### src/rtl/ifft_4pt.sv
// 4-point radix-2 inverse FFT with start/done handshake and 1/4 output scaling.
// Build option IFFT_ROUND_EN selects round-half-up halving instead of floor.
module ifft_4pt #(
    parameter int WIDTH = 32
) (
    input  logic             clock,
    input  logic             reset,
    input  logic             start,
    input  logic [WIDTH-1:0] X [0:3],
    output logic [WIDTH-1:0] F [0:3],
    output logic             done
);

    localparam int H = WIDTH / 2;

    typedef enum logic [1:0] {IDLE, S1, S2, DONE} state_t;

    state_t           state, state_next;
    logic [WIDTH-1:0] xr [0:3];
    logic [WIDTH-1:0] t  [0:3];
    logic [WIDTH-1:0] t_next [0:3];
    logic [WIDTH-1:0] f_next [0:3];

    // (a +/- b) / 2 on one lane: sign-extend to H+1 bits, then drop the LSB.
    function automatic logic [H-1:0] half_op(input logic [H-1:0] a,
                                             input logic [H-1:0] b,
                                             input logic sub);
        logic [H:0] s;
        s = sub ? ({a[H-1], a} - {b[H-1], b}) : ({a[H-1], a} + {b[H-1], b});
`ifdef IFFT_ROUND_EN
        s = s + {{H{1'b0}}, 1'b1};
`endif
        return s[H:1];
    endfunction

    function automatic logic [WIDTH-1:0] cbfly(input logic [WIDTH-1:0] a,
                                               input logic [WIDTH-1:0] b,
                                               input logic sub);
        return {half_op(a[WIDTH-1:H], b[WIDTH-1:H], sub),
                half_op(a[H-1:0],     b[H-1:0],     sub)};
    endfunction

    always_ff @(posedge clock) begin
        if (!reset)
            state <= IDLE;
        else
            state <= state_next;
    end

    always_comb begin
        state_next = state;
        case (state)
            IDLE:    if (start) state_next = S1;
            S1:      state_next = S2;
            S2:      state_next = DONE;
            DONE:    if (start) state_next = S1;
            default: state_next = IDLE;
        endcase
    end

    always_comb begin
        done = (state == DONE);
    end

    always_comb begin
        t_next[0] = cbfly(xr[0], xr[2], 1'b0);
        t_next[1] = cbfly(xr[0], xr[2], 1'b1);
        t_next[2] = cbfly(xr[1], xr[3], 1'b0);
        t_next[3] = cbfly(xr[1], xr[3], 1'b1);

        f_next[0] = cbfly(t[0], t[2], 1'b0);
        f_next[2] = cbfly(t[0], t[2], 1'b1);
        // Twiddle +j: j*t3 = (-t3.im, t3.re), folded into the lane add/sub choice.
        f_next[1] = {half_op(t[1][WIDTH-1:H], t[3][H-1:0],     1'b1),
                     half_op(t[1][H-1:0],     t[3][WIDTH-1:H], 1'b0)};
        f_next[3] = {half_op(t[1][WIDTH-1:H], t[3][H-1:0],     1'b0),
                     half_op(t[1][H-1:0],     t[3][WIDTH-1:H], 1'b1)};
    end

    always_ff @(posedge clock) begin
        if (!reset) begin
            for (int i = 0; i < 4; i++) begin
                xr[i] <= '0;
                t[i]  <= '0;
                F[i]  <= '0;
            end
        end else begin
            case (state)
                IDLE, DONE: if (start) xr <= X;
                S1:         t <= t_next;
                S2:         F <= f_next;
                default:    ;
            endcase
        end
    end

endmodule
### config.mk
export PLATFORM = sky130hd
export DESIGN_NAME = ifft_4pt
export DESIGN_NICKNAME = d
export VERILOG_FILES = /design/src/rtl/ifft_4pt.sv
export SDC_FILE = /design/constraint.sdc
export NUM_CORES = 1
export LEC_CHECK = 0
export CORE_AREA = 2 2 149 296
export CTS_CLUSTER_SIZE = 24
export DETAILED_ROUTE_END_ITERATION = 6
export DIE_AREA = 0 0 151 298
export PLACE_DENSITY = 0.81
export RECOVER_POWER = 50
export SLEW_MARGIN = 15
export SYNTH_ARGS = -nofsm -noshare
export SYNTH_HDL_FRONTEND = slang
export SYNTH_SLANG_ARGS = --single-unit
### constraint.sdc
create_clock -name clock -period 2.6 [get_ports clock]
set_input_delay 0.52 -clock clock [delete_from_list [all_inputs] [get_ports clock]]
set_output_delay 0.52 -clock clock [all_outputs]
set_load 0.05 [all_outputs]
# Word-level counts from Yosys, hierarchy flattened

Index checks and enable logic that the tools add are counted.

Register bits after elaboration: 386
Input port bits: 131
Output and inout bits: 129
Logic and storage cells: 38

Add/sub/neg operators: 16
Equality and inequality tests: 4
Muxes and demuxes: 2
Reduce and logical (&&, ||, !) cells: 3

Operator list:

| cell                 | number |
|---|---|
| $add A16 B16 Y17     | 8 |
| $sub A16 B16 Y17     | 8 |
| $pmux W2 S3          | 1 |
| $eq A2 B2 Y1 const B | 2 |
| $eq A2 B1 Y1 const B | 1 |
| $logic_not A2 Y1     | 1 |
| $mux W2              | 1 |
| $ne A2 B1 Y1 const B | 1 |
| $reduce_and A2 Y1    | 1 |
| $reduce_or A2 Y1     | 1 |

# Longest topological paths before layout

Word-level depth: 3
Mapped depth: 11
Depth with buffers taken out: 11

# Least setup slack after synthesis

No wires, ideal clock.

Kind: register to register
Start: reg t[64] (netlist bit)
End: reg F[79] (netlist bit)
Setup time: 74 ps
Arrival time: 2,284 ps
Data required time: 2,526 ps
Slack: 242 ps
Cell stages (with the launch flop): 11
Buffers on the path: 0
Period minus slack after synthesis: 2,358 ps
Cell sequence: dfxtp_1 and2_1 fa_1 nor2b_1 o21a_1 o21bai_1 a211oi_1 o21ai_1 a31oi_1 or4_1 a31oi_1

Cells in the longest elaborated chain, start to end: 1

RTL lines:

| what                   | RTL line | source |
|---|---|---|
| start, declared        | 20       | `logic [WIDTH-1:0] t [0:3];` |
| start signal, assigned | 90       | `S1: t <= t_next;` |
| $add A16 B16 Y17       | n/a      |  |
| end signal, assigned   | 91       | `S2: F <= f_next;` |
| end, declared          | 10       | `output logic [WIDTH-1:0] F [0:3],` |

Every way passes these cells.
A chain may end at the register's enable or synchronous reset.

# Worst setup path in the final report

Start: reg xr[34] (netlist bit)
End: reg t[107] (netlist bit)

Cells in the longest elaborated chain, start to end: 1

RTL lines:

| what                            | RTL line | source |
|---|---|---|
| start, declared                 | 19       | `logic [WIDTH-1:0] xr [0:3];` |
| start signal, assigned by index | 83       | `xr[i] <= '0;` |
| start signal, assigned          | 89       | `IDLE, DONE: if (start) xr <= X;` |
| $add A16 B16 Y17                | n/a      |  |

Every way passes these cells.

==> results.sh <==
export IMPL_design_area_um2=29970
export IMPL_synth_warnings=0
export IMPL_yosysTopAreaCell="dfxtp_1"
export IMPL_synthTopCellsByArea="dfxtp_1 31%, ha_1 12%, a21oi_1 7.2%"
export IMPL_clock_latency_ns=0.57
export IMPL_io_pin_count=260
export IMPL_synth_cell_types=90
export IMPL_dieArea_um2=45000
export IMPL_fin_nets=3830
export IMPL_cts_htree_levels=2
export IMPL_dr_first_iter_drc_count=1370
export IMPL_clock_power_share=0.141
export IMPL_gp_congestion=1.030
export IMPL_finalMaxSlewViolations=0
export IMPL_switching_share=0.4904
export IMPL_cts_root_buf="clkbuf_16"
export IMPL_netlist_instances=3173
export IMPL_period_share=1.014
export IMPL_min_period_ns=2.637
export IMPL_coreArea_um2=42570
export IMPL_combPwrFrac=0.626
export IMPL_maxCapViolations=0
export IMPL_p_int_uw=20310
export IMPL_grt_pass1_vias=22970
export IMPL_final_core_util=0.7038
export IMPL_startpoint_type="register"
export IMPL_vias=23950
export IMPL_cts_buffers=37
export IMPL_rsz0062_at_grt="yes"
export IMPL_num_rows=107
export IMPL_grt_max_degree=122
export IMPL_wl_um=82700
export IMPL_areaGrowthSynthToFinish_pct=22.09
export IMPL_critPathRequiredTime_ns=3.04
export IMPL_die_y_um=298
export IMPL_port_buffers=259
export IMPL_grt_pass1_wl_um=125800
export IMPL_skew_ns=0.02349
export IMPL_tightest_slew_ns=1.388
export IMPL_place_hpwl_um=65360
export IMPL_crit_path_max_incr_delay_ns=0.37
export IMPL_via_per_inst=5.964
export IMPL_violations="setup timing"
export IMPL_grt_usage=0.3546
export IMPL_syn_area_um2=24540
export IMPL_placed_cell_area_um2=28390
export IMPL_syn_nets=3563
export IMPL_path_max_fanout=6
export IMPL_fmax_ghz=0.3793
export IMPL_hold_violations=0
export IMPL_holdWs_ns=0.4512
export IMPL_cts_tree="built"
export IMPL_clkTransAtPathRegs_ns=0.07
export IMPL_routedWlPerCell_um=20.59
export IMPL_final_cells=4016
export IMPL_setup_viol=1
export IMPL_drtAntennaViolNets=0
export IMPL_vdd_ir_drop_max_v=0.0007131
export IMPL_path_class="reg -> reg"
export IMPL_sequentialPowerShare=0.233
export IMPL_power_switching_uw=19540
export IMPL_synth_seq_area_share=0.3148
export IMPL_hold_buffers=0
export IMPL_crit_chain="inv_1 > ha_2 > nor2b_1 > o21a_1 > o21bai_1 > a211oi_2 > o41ai_2 > buf_4 > a22oi_1 > nor3b_1 > nor3_1"
export IMPL_hold_class="reg -> reg"
export IMPL_worst_setup_path_end_kind="register"
export IMPL_status="complete, but fails checks"
export IMPL_post_place_cells=3943
export IMPL_cp_arrival_ns=3.08
export IMPL_power_leakage_uw=0.01245
export IMPL_antenna_found_initial=2
export IMPL_clk_path_buf_depth=3
export IMPL_ys_seq_elements=386
export IMPL_setup_slack_ns=-0.03659
export IMPL_fill_cells=3478
export IMPL_powerDensity_nw_per_um2=1330
export IMPL_globalRouteOverflowTotal=0
export IMPL_synthFlopType="dfxtp_1"
export IMPL_die_x_um=151
export IMPL_synth_edff_count=0
export IMPL_maxSlewHeadroom=0.07477
export IMPL_synth_top_area_share=0.3148
export IMPL_cts_sinks=386
export IMPL_slowest_stage="dfxtp_1"
export IMPL_avgSynthCellArea_um2=7.735
export IMPL_drc=0
export IMPL_start_util=0.5765
export IMPL_final_cell_mix="386 x nand2_1, 371 x dfxtp_1, 345 x a21oi_1"
export IMPL_dr_pass1_iters=6
export IMPL_layout_drive_gt1_share=0.09916
export IMPL_final_common_cell="nand2_1"
export IMPL_async_reset_ff_frac=0
-- worst max-delay path, delay by kind of cell (launching register included) --
kind            cells  cell delay [ns]
compound gates      5             0.99
flops               1             0.37
fa+ha+maj           1             0.33
buf+inv             2             0.21
simple gates        3             0.62
-- flip-flops by register name (all words and copies together), names as in the netlist --
| signal | cells |
|---|---|
| F | 128 |
| state | 2 |
| t | 128 |
| xr | 128 |
-- cell families (layout without fill, tap and decap cells) --
group,after synthesis,in the layout,share of synthesized area
AO/OA/AOI/OAI,905,905,0.2286
XOR/XNOR,158,158,0.05638
adder cells (fa/ha/maj),259,259,0.1369
buffers and inverters,434,730,0.06699
flip-flops,386,386,0.3148
multiplexers,37,37,0.01514
other,0,2,0
AND/OR/NAND/NOR,994,994,0.1811
-- Yosys cell counts, types with 6 or more instances --
cell type	n
a211oi_1	73
a21o_1	41
a21oi_1	352
a22oi_1	7
a311oi_1	13
a31oi_1	32
a32o_1	6
and2_1	15
and3_1	15
buf_1	13
buf_2	9
clkbuf_1	168
dfxtp_1	386
fa_1	16
ha_1	243
inv_1	240
mux2i_1	36
nand2_1	387
nand2b_1	25
nand3_1	32
nand3b_1	15
nand4_1	9
nor2_1	305
nor2b_1	48
nor3_1	70
nor3b_1	7
nor4_1	15
o211ai_1	11
o21a_1	22
o21ai_0	174
o21ai_1	24
o21bai_1	33
o221ai_1	6
o22ai_1	8
o31ai_1	15
or3_1	25
or4_1	7
xnor2_1	112
xor2_1	46
-- per-layer routing --
| metal | track usage | vias up | part of all wire |
|---|---|---|---|
| met5 | 0 | - | 0.00013 |
| met4 | 0.1894 | 2 | 0.062 |
| met2 | 0.6307 | 968 | 0.50 |
| met1 | 0.4051 | 11330 | 0.38 |
| li1 | - | 11380 | - |
| met3 | 0.04502 | 272 | 0.058 |
-- path summary, 6_finish.rpt --
check | startpoint | endpoint | slack, ns | depth (start not counted)
hold reg to reg | F[58]$_SDFFE_PN0N_ | F[58]$_SDFFE_PN0N_ | 0.45 | 2
hold / removal | F[58]$_SDFFE_PN0N_ | F[58]$_SDFFE_PN0N_ | 0.45 | 2
setup reg to reg | xr[34]$_SDFFE_PN0P_ | t[107]$_SDFFE_PN0N_ | -0.04 | 11
setup / recovery | xr[34]$_SDFFE_PN0P_ | t[107]$_SDFFE_PN0N_ | -0.04 | 11
-- stage by stage --
step	setup TNS, ns	setup WS (ns)	total power, µW
after floorplan	0	0.2418	25110
after global placement	-0.003932	-0.003932	32990
after detailed placement	-0.02921	-0.01354	33430
after CTS	0	0.01279	39110
after global routing	-0.3891	-0.07886	42100
final	-0.03659	-0.03659	39850
-- power groups by stage --
| stage | clock network (µW) | registers [µW] | logic [µW] |
|---|---|---|---|
| 4_1_cts | 5650 | 9240 | 24200 |
| 3_3_place_gp | 0 | 9250 | 23700 |
| 2_1_floorplan | 0 | 11100 | 14100 |
| 6_report | 5610 | 9300 | 24900 |
| 5_1_grt | 5840 | 9460 | 26800 |
| 3_5_place_dp | 0 | 9350 | 24100 |
-- final cells by class --
type	instances	area (µm²)	area share
Multi-Input combinational cell	2353	15570	0.5197
Sequential cell	386	7751	0.2587
Timing Repair Buffer	419	3806	0.1270
Clock buffer	42	974.7	0.03253
Inverter	243	914.6	0.03052
Tap cell	545	681.9	0.02276
Clock inverter	26	257.7	0.008602
Antenna cell	2	5.005	0.0001670
-- repair_timing --
item | 4_1_cts | 5_1_grt
setup endpoints to repair | 8 | 58
buffers inserted | 0 | 3
pin swaps | 2 | 30
gates resized for setup | 6 | 86
gates cloned | 0 | 0
(Power assumes the default switching activity.)
